`src/rtl/uart_rx_8n1_sink.sv`:
```
// UART console sink: 8N1 deserialiser (even parity under `UART_RX_PARITY_EN`) into a byte FIFO.
// Latency: the byte is written on the stop-sample edge, and rx_valid_o follows on the next clock.
// Backpressure: the FIFO absorbs up to FIFO_DEPTH bytes; a further byte is dropped and raises sticky overrun_o.

module fifo #(
  parameter int W     = 8,
  parameter int DEPTH = 4
) (
  input  logic         clk,
  input  logic         rst,
  input  logic         push_vld,
  input  logic [W-1:0] push_dat,
  output logic         push_rdy,
  output logic         pop_vld,
  input  logic         pop_rdy,
  output logic [W-1:0] pop_dat
);
  localparam int AW = $clog2(DEPTH);

  logic [AW:0]  wr_ptr, rd_ptr;
  logic [W-1:0] mem [DEPTH];
  logic [W-1:0] last_dat;
  logic         empty, full, push, pop;

  assign empty    = (wr_ptr == rd_ptr);
  assign full     = (wr_ptr[AW] != rd_ptr[AW]) && (wr_ptr[AW-1:0] == rd_ptr[AW-1:0]);
  assign pop_vld  = !empty;
  assign push_rdy = !full || pop_rdy;
  assign push     = push_vld && push_rdy;
  assign pop      = pop_vld && pop_rdy;
  // While empty, keep presenting the byte that was popped last.
  assign pop_dat  = empty ? last_dat : mem[rd_ptr[AW-1:0]];

  always_ff @(posedge clk or posedge rst) begin
    if (rst) begin
      wr_ptr   <= '0;
      rd_ptr   <= '0;
      last_dat <= '0;
      for (int i = 0; i < DEPTH; i++) mem[i] <= '0;
    end else begin
      if (push) begin
        mem[wr_ptr[AW-1:0]] <= push_dat;
        wr_ptr              <= wr_ptr + 1'b1;
      end
      if (pop) begin
        last_dat <= mem[rd_ptr[AW-1:0]];
        rd_ptr   <= rd_ptr + 1'b1;
      end
    end
  end
endmodule

module uart_rx_8n1_sink #(
  parameter int CLK_FREQ_HZ = 100_000_000,
  parameter int BAUD_RATE   = 3_125_000,
  parameter int FIFO_DEPTH  = 4
) (
  input  logic       clk,
  input  logic       rst,
  input  logic       rx_i,
  output logic [7:0] rx_data_o,
  output logic       rx_valid_o,
  input  logic       rx_ready_i,
  output logic       frame_err_o,
  output logic       overrun_o,
  output logic       parity_err_o,
  output logic       busy_o
);
  localparam int CPB = CLK_FREQ_HZ / BAUD_RATE;
  localparam int CW  = $clog2(CPB);

  if (CPB * BAUD_RATE != CLK_FREQ_HZ || CPB < 8) begin : g_bad_baud
    $error("uart_rx_8n1_sink: CLK_FREQ_HZ/BAUD_RATE must be an integer >= 8");
  end
  if (FIFO_DEPTH < 2 || (FIFO_DEPTH & (FIFO_DEPTH - 1)) != 0) begin : g_bad_depth
    $error("uart_rx_8n1_sink: FIFO_DEPTH must be a power of 2 and >= 2");
  end

  typedef enum logic [2:0] {IDLE, START, DATA, PARITY, STOP} state_t;

  state_t          state;
  logic [1:0]      sync_q;
  logic [CW-1:0]   cnt;
  logic [2:0]      idx;
  logic [7:0]      shreg;
  logic            rx_s, bit_end, par_ok, push_vld, push_rdy;

  assign rx_s    = sync_q[1];
  assign bit_end = (cnt == CW'(CPB - 1));
  assign busy_o  = (state != IDLE);

`ifdef UART_RX_PARITY_EN
  logic par_bit;
  assign par_ok = ~(^shreg ^ par_bit);
`else
  assign par_ok       = 1'b1;
  assign parity_err_o = 1'b0;
`endif

  assign push_vld = (state == STOP) && bit_end && rx_s && par_ok;

  always_ff @(posedge clk or posedge rst) begin
    if (rst) sync_q <= 2'b11;
    else     sync_q <= {sync_q[0], rx_i};
  end

  always_ff @(posedge clk or posedge rst) begin
    if (rst) begin
      state       <= IDLE;
      cnt         <= '0;
      idx         <= '0;
      shreg       <= '0;
      frame_err_o <= 1'b0;
`ifdef UART_RX_PARITY_EN
      par_bit      <= 1'b0;
      parity_err_o <= 1'b0;
`endif
    end else begin
      frame_err_o <= 1'b0;
`ifdef UART_RX_PARITY_EN
      parity_err_o <= 1'b0;
`endif
      case (state)
        IDLE: if (!rx_s) begin
          cnt   <= '0;
          state <= START;
        end
        START: if (cnt == CW'(CPB / 2 - 1)) begin
          if (rx_s) state <= IDLE;
          else begin
            cnt   <= '0;
            idx   <= '0;
            state <= DATA;
          end
        end else cnt <= cnt + 1'b1;
        DATA: if (bit_end) begin
          cnt   <= '0;
          shreg <= {rx_s, shreg[7:1]};
          if (idx == 3'd7) begin
`ifdef UART_RX_PARITY_EN
            state <= PARITY;
`else
            state <= STOP;
`endif
          end else idx <= idx + 1'b1;
        end else cnt <= cnt + 1'b1;
`ifdef UART_RX_PARITY_EN
        PARITY: if (bit_end) begin
          cnt     <= '0;
          par_bit <= rx_s;
          state   <= STOP;
        end else cnt <= cnt + 1'b1;
`endif
        // Return to IDLE at the stop-bit centre so a following start edge is caught.
        STOP: if (bit_end) begin
          frame_err_o <= !rx_s;
`ifdef UART_RX_PARITY_EN
          parity_err_o <= !par_ok;
`endif
          state <= IDLE;
        end else cnt <= cnt + 1'b1;
        default: state <= IDLE;
      endcase
    end
  end

  always_ff @(posedge clk or posedge rst) begin
    if (rst)                       overrun_o <= 1'b0;
    else if (push_vld && !push_rdy) overrun_o <= 1'b1;
  end

  fifo #(.W(8), .DEPTH(FIFO_DEPTH)) u_fifo (
    .clk      (clk),
    .rst      (rst),
    .push_vld (push_vld),
    .push_dat (shreg),
    .push_rdy (push_rdy),
    .pop_vld  (rx_valid_o),
    .pop_rdy  (rx_ready_i),
    .pop_dat  (rx_data_o)
  );
endmodule
```
`config.mk`:
```
export PLATFORM = sky130hd
export DESIGN_NAME = uart_rx_8n1_sink
export DESIGN_NICKNAME = d
export VERILOG_FILES = /design/src/rtl/uart_rx_8n1_sink.sv
export SDC_FILE = /design/constraint.sdc
export NUM_CORES = 1
export LEC_CHECK = 0
export CORE_MARGIN = 4
export CORE_UTILIZATION = 60
export CTS_CLUSTER_DIAMETER = 150
export DETAILED_ROUTE_END_ITERATION = 10
export HOLD_SLACK_MARGIN = 0.02
export PLACE_DENSITY = 0.8
export SLEW_MARGIN = 30
export SYNTH_ARGS = -nofsm -noshare
export SYNTH_HDL_FRONTEND = slang
export SYNTH_SLANG_ARGS = --single-unit
```
`constraint.sdc`:
```
create_clock -name clk -period 6.6 [get_ports clk]
set_input_delay 0.66 -clock clk [delete_from_list [all_inputs] [get_ports clk]]
set_output_delay 0.66 -clock clk [all_outputs]
set_load 0.03 [all_outputs]
```
==> results.cfg, run 1 <==
[synthesis]
syn_nets = 249
syn_avg_cell_area_um2 = 14.55
ys_ff_latch = 69
synthArstFlopShare_pct = 100.0
netlist_instances = 234
synth_edf_count = 0
yosysSeqAreaShare_pct = 50.77
synth_ff_type = dfrtp_1
syn-cell-area_um2 = 3406
synth.distinct_cells = 47
yosysWarnings = 0

[clock_network]
path_clk_slew_ns = 0.08
cts_sinks = 69
clock_tree.root_cell = clkbuf_8
htree_num_levels = 3
post_cts_resize_count = 0
post_cts_buffers = 0
ctsHoldBuffers = 0
clock_path_buffers = 2
insertion_delay_ns = 0.34
cts_made_buffers = 9
tritoncts = built

[power]
power.share.clock_pct = 29.6
irDropWorstVdd_mv = 0.2005
switchingPower_w = 0.0002973
power_density_nw_per_um2 = 264.9
switching_share_pct = 29.81
p_int_w = 0.0007001
power_leakage_nw = 1.827
power.share.combinational_pct = 19.9
seq_power_share_pct = 50.5

[setup_path]
startpoint = u_fifo.rd_ptr[0]
crit_chain = xor2_2 > or3b_2 > mux2_2 > clkdlybuf4s50_1
worstPathRequired_ns = 5.94
crit_buf_inv = 1
end_kind = primary output
cp_top_family = flip-flops
crit_fanout = 11
critical_path.slowest_cell = dfrtp_1
timing.rr.start = cnt[1]
rr_worst_depth = 6
rrSetupSlack_ns = 4.09
crit_arrival_ns = 2.77
endpoint = rx_data_o[5]
crit_type = reg2out
slowest_delay_ns = 0.70
path_depth = 4
cp-start-kind = flop
worstReg2RegEnd = u_fifo.mem[7]

[sta]
max_freq_ghz = 0.2914
finalWorstSetupSlack_ns = 3.168
period_minus_slack_ns = 3.432
fin_crit_sh_pct = 51.99
hold_viol = 0
whs_ns = 0.3564
final.setup.tns_ns = 0
setup_violations = 0
maxSlewViolCount = 0
finClkSkew_ns = 0.01035
worst_slew_pin_slew_ns = 0.8400
rsz0062_at_grt = false
relSlewSlack_pct = 44.00

[cells_and_area]
fin_nets = 266
multi_input_area_um2 = 1595
area_growth_pct = 10.54
layout-drive-gt1-share_pct = 32.42
fill_cells = 388
utilization_pct = 68.37
fin_area_um2 = 3765
regArea_um2 = 1729
antenna_cells = 0

[placement]
place_ws_ns = 3.508
hpwl_um = 3713
placed_area_um2 = 3595
numPortBuffers = 15
globalplace.congestion = 0.8439

[global_routing]
grt_pass1_wl_um = 9680
track_usage_pct = 17.68
antenna_found_initial = 0
grt_pass1_vias = 1951
grt_max_degree = 70
grt_overflow_total = 0

[routing]
wl_per_cell_um = 16.80
dr.pass1.iters = 4
initialDrtViolationCount = 76
final_antenna_net_count = 0
drc_errors = 0
via_per_inst = 5.732
drt-total-wl_um = 5512
vias = 1880

[floorplan]
die_y_um = 83.34
die_x_um = 83.34
coreArea_um2 = 5507
start_util_pct = 61.85
die_area_um2 = 6946
ioPinCount = 17
rows = 27

[worst_hold_path]
hold_path_class = reg2reg

[status]
status = completed

[run]
maxCapViolCount = 0
==> worst register-to-register path, cell delays in order, from the launching register on <==
cell and delay, ns:
dfrtp_1 0.38, ha_1 0.18, and3_1 0.22, ha_1 0.32, nand3_2 0.28, nor3b_4 0.66
mux2_4 0.36
==> cells in the mapped netlist (3+ instances only) <==
library cell	number	area share, %
dfrtp_1	67	49
mux2_2	43	14
ha_1	11	4.0
mux2_1	9	3.0
mux2_4	8	3.5
mux4_1	8	6.2
nor2_1	8	0.88
a21oi_1	6	0.88
inv_1	6	0.66
nand2_1	6	0.66
clkbuf_1	5	0.55
a211oi_1	4	0.88
nand2b_1	4	0.73
nor3b_4	4	2.2
xnor2_1	4	1.0
buf_6	3	0.99
==> final cells by class <==
type | instances | area share, %
inverter | 6 | 0.5982
clock buffer | 12 | 3.855
multi-input combinational | 149 | 42.37
sequential | 69 | 45.93
clock inverter | 4 | 0.6647
timing repair buffer | 16 | 4.187
tap | 72 | 2.393
==> worst min-delay path by stage <==
stage                    from        end  slack, ns  depth (start not counted)
floorplan           sync_q[0]  sync_q[1]       0.35                          0
global placement    sync_q[0]  sync_q[1]       0.35                          0
detailed placement  sync_q[0]  sync_q[1]       0.35                          0
CTS                 sync_q[0]  sync_q[1]       0.36                          0
global route        sync_q[0]  sync_q[1]       0.36                          0
finish              sync_q[0]  sync_q[1]       0.36                          0
==> registers in the layout, indices dropped and copies added (netlist names) <==
name and flops:
u_fifo.mem 32, shreg 8, u_fifo.last_dat 8, cnt 5
idx 3, state 3, u_fifo.rd_ptr 3, u_fifo.wr_ptr 3
sync_q 2, frame_err_o 1, overrun_o 1
==> power groups by stage <==
stage	clock [W]	combinational, W	sequential (W)
finish	0.000295	0.000198	0.000504
global route	0.000322	0.000222	0.000511
CTS	0.000308	0.000202	0.000504
detailed placement	0	0.000200	0.000512
global placement	0	0.000197	0.000509
floorplan	0	0.000205	0.000476
==> routing by layer <==
metal	wire length [um]	GRT usage, %
met1	2652	23.66
met2	2591	26.90
met4	128	10.25
met3	139	3.472
met5	0	0
==> logic make-up after synthesis <==
logic type / synth area share [%]
XOR/XNOR: 2.241
AND/OR/NAND/NOR: 8.634
adder cells (fa/ha/maj): 4.041
other: 0.1101
multiplexers: 27.48
AO/OA/AOI/OAI: 4.152
flip-flops: 50.77
buffers and inverters: 2.572
==> per-stage QoR <==
| stage | total power, W | std cells |
|---|---|---|
| 2_1_floorplan | 0.0006818 | 234 |
| 4_1_cts | 0.001014 | 328 |
| 3_3_place_gp | 0.0007066 | 312 |
| 3_5_place_dp | 0.0007128 | 312 |
| 6_report | 0.0009974 | 328 |
| 5_1_grt | 0.001055 | 328 |
==> placed cells by master, fill, tap and decap left out, types with 6 or more instances in the layout <==
| master | Yosys | final |
|---|---|---|
| dfrtp_1 | 67 | 67 |
| mux2_2 | 43 | 43 |
| clkdlybuf4s50_1 | 0 | 15 |
| ha_1 | 11 | 11 |
| clkbuf_8 | 0 | 10 |
| mux2_1 | 9 | 9 |
| mux2_4 | 8 | 8 |
| mux4_1 | 8 | 8 |
| nor2_1 | 8 | 8 |
| nand2_1 | 6 | 6 |
| a21oi_1 | 6 | 6 |
No activity file was read; power rests on OpenSTA's default activity.
==> run 2, diff against run 1 <==
--- a/config.mk
+++ b/config.mk
@@ -6,11 +6,11 @@
 export NUM_CORES = 1
 export LEC_CHECK = 0
 export CORE_MARGIN = 4
-export CORE_UTILIZATION = 60
+export CORE_UTILIZATION = 54
 export CTS_CLUSTER_DIAMETER = 150
 export DETAILED_ROUTE_END_ITERATION = 10
 export HOLD_SLACK_MARGIN = 0.02
-export PLACE_DENSITY = 0.8
+export PLACE_DENSITY = 0.76
 export SLEW_MARGIN = 30
 export SYNTH_ARGS = -nofsm -noshare
 export SYNTH_HDL_FRONTEND = slang
==> constraint.sdc (replaced) <==
create_clock -name clk -period 2.84 [get_ports clk]
set_input_delay 0.284 -clock clk [delete_from_list [all_inputs] [get_ports clk]]
set_output_delay 0.284 -clock clk [all_outputs]
set_load 0.03 [all_outputs]
==> run 2 against run 1 <==
Effect of this change:
- worst hold slack got worse by 0.019 ns
- register-to-register slack got worse by 3.7 ns
- sequential power rose by 120%
- sequential share of layout area fell by 1.0 points
==> results.cfg, run 2 (synthesis gave the netlist of run 1 again) <==
[status]
status = completed

[setup_path]
crit_fanout = 10
rrSetupSlack_ns = 0.39
cp-start-kind = flop
timing.rr.start = cnt[0]
crit_arrival_ns = 2.47
crit_type = reg2out
worstReg2RegEnd = u_fifo.mem[13]
startpoint = u_fifo.rd_ptr[0]
end_kind = primary output
endpoint = rx_data_o[4]
rr_worst_depth = 6
worstPathRequired_ns = 2.56

[sta]
final.setup.tns_ns = 0
finalWorstSetupSlack_ns = 0.08695
worst_slew_pin_slew_ns = 0.6696
hold_viol = 0
relSlewSlack_pct = 55.03
maxSlewViolCount = 0
fin_crit_sh_pct = 96.94
finClkSkew_ns = 0.007705
setup_violations = 0
period_minus_slack_ns = 2.753
max_freq_ghz = 0.3632
rsz0062_at_grt = false

[routing]
highest_layer = met4
vias = 1862
via_per_inst = 5.575
drt-total-wl_um = 5471
initialDrtViolationCount = 66
dr.pass1.iters = 4
wl_per_cell_um = 16.38
wl_met3_um = 124
drc_errors = 0
m1WireLength_um = 2538
final_antenna_net_count = 0
met2_length_um = 2762

[clock_network]
path_clk_slew_ns = 0.08
clock_path_buffers = 2
cts_sinks = 69
ctsHoldBuffers = 0
insertion_delay_ns = 0.33
cts_made_buffers = 9
tritoncts = built
clock_tree.root_cell = clkbuf_8
htree_num_levels = 3

[power]
switchingPower_w = 0.0007214
power_leakage_nw = 1.874
irDropWorstVdd_mv = 0.4482
power.share.clock_pct = 34.3
seq_power_share_pct = 44.2
total_power_w = 0.002533
power.share.combinational_pct = 21.4
switching_share_pct = 28.48
p_int_w = 0.001812
power_density_nw_per_um2 = 657.5

[floorplan]
die_y_um = 87.42
die_x_um = 87.42
ioPinCount = 17
coreArea_um2 = 6026
start_util_pct = 56.52
die_area_um2 = 7641
rows = 28

[cells_and_area]
layout_commonest_cell = dfrtp_1
largest_reg_flops = 32
top_regs = u_fifo.mem: 32 flops, shreg: 8 flops, u_fifo.last_dat: 8 flops
regArea_um2 = 1729
fin_area_um2 = 3852
area_growth_pct = 13.12
fill_cells = 436
multi_input_area_um2 = 1592
fin_nets = 269
final_cell_mix = dfrtp_1 (67), mux2_2 (43), clkdlybuf4s50_1 (15), ha_1 (11)
layout-drive-gt1-share_pct = 33.98
antenna_cells = 0
top_register = u_fifo.mem
utilization_pct = 63.93

[placement]
hpwl_um = 3762
placed_area_um2 = 3627
place_ws_ns = 0.2872
globalplace.congestion = 0.7935
numPortBuffers = 15

[worst_hold_path]
hold_path_class = in2async

[global_routing]
antenna_found_initial = 0
grt_overflow_total = 0
grt_pass1_vias = 1907
track_usage_pct = 16.12
grt_max_degree = 43
grt_pass1_wl_um = 9273

[run]
maxCapViolCount = 0
[run 2: power by group through the flow]
stage | Combinational [W] | Clock [W] | Sequential (W)
6_report | 0.000543 | 0.000869 | 0.00112
5_1_grt | 0.000601 | 0.000946 | 0.00113
4_1_cts | 0.000554 | 0.000895 | 0.00112
3_5_place_dp | 0.000547 | 0 | 0.00114
3_3_place_gp | 0.000539 | 0 | 0.00114
2_1_floorplan | 0.000477 | 0 | 0.00111
[run 2: worst max-delay path: stages, from the launching register on]
cell	delay (ns)
dfrtp_1	0.41
buf_4	0.24
mux4_1	0.62
mux2_2	0.29
clkdlybuf4s50_1	0.59
[run 2: final cells by class]
type,instances,share of cell area (%)
clock buffer,9,3.215
tap,75,2.436
timing repair buffer,19,5.002
clock inverter,7,2.566
inverter,6,0.5846
sequential,69,44.88
multi-input combinational,149,41.31
[run 2: timing repair]
| action | 4_1_cts | 5_1_grt |
|---|---|---|
| gates resized for setup | 1 | 0 |
| hold endpoints to repair | 0 | 0 |
| buffers inserted | 0 | 0 |
| setup endpoints to repair | 8 | 0 |
[run 2: worst min path at each step]
stage	to	slack, ns	cells after the start
floorplan	sync_q[0]	0.29	0
CTS	sync_q[0]	0.34	1
detailed placement	sync_q[1]	0.35	0
global placement	sync_q[1]	0.35	0
finish	u_fifo.mem[3]	0.34	2
global route	sync_q[0]	0.34	1
[run 2: metrics by stage]
stage / hold slack, ns / cells
finish: 0.3379 / 334
global route: 0.3369 / 334
CTS: 0.3403 / 334
detailed placement: 0.3470 / 318
global placement: 0.3454 / 318
floorplan: 0.2885 / 234
[run 2: per-layer routing]
| layer | GRT usage [%] | up-vias |
|---|---|---|
| met2 | 25.89 | 20 |
| met1 | 21.07 | 945 |
| met3 | 3.974 | 5 |
| met5 | 0 | - |
| li1 | - | 892 |
| met4 | 6.276 | 0 |
==> run 3, diff against run 2 <==
--- a/config.mk
+++ b/config.mk
@@ -11,6 +11,8 @@
 export DETAILED_ROUTE_END_ITERATION = 10
 export HOLD_SLACK_MARGIN = 0.02
 export PLACE_DENSITY = 0.76
+export SKIP_CTS_REPAIR_TIMING = 1
+export SKIP_LAST_GASP = 1
 export SLEW_MARGIN = 30
 export SYNTH_ARGS = -nofsm -noshare
 export SYNTH_HDL_FRONTEND = slang
==> results of run 3 <==
Final layout, timing and power as in run 2 (identical DEF).
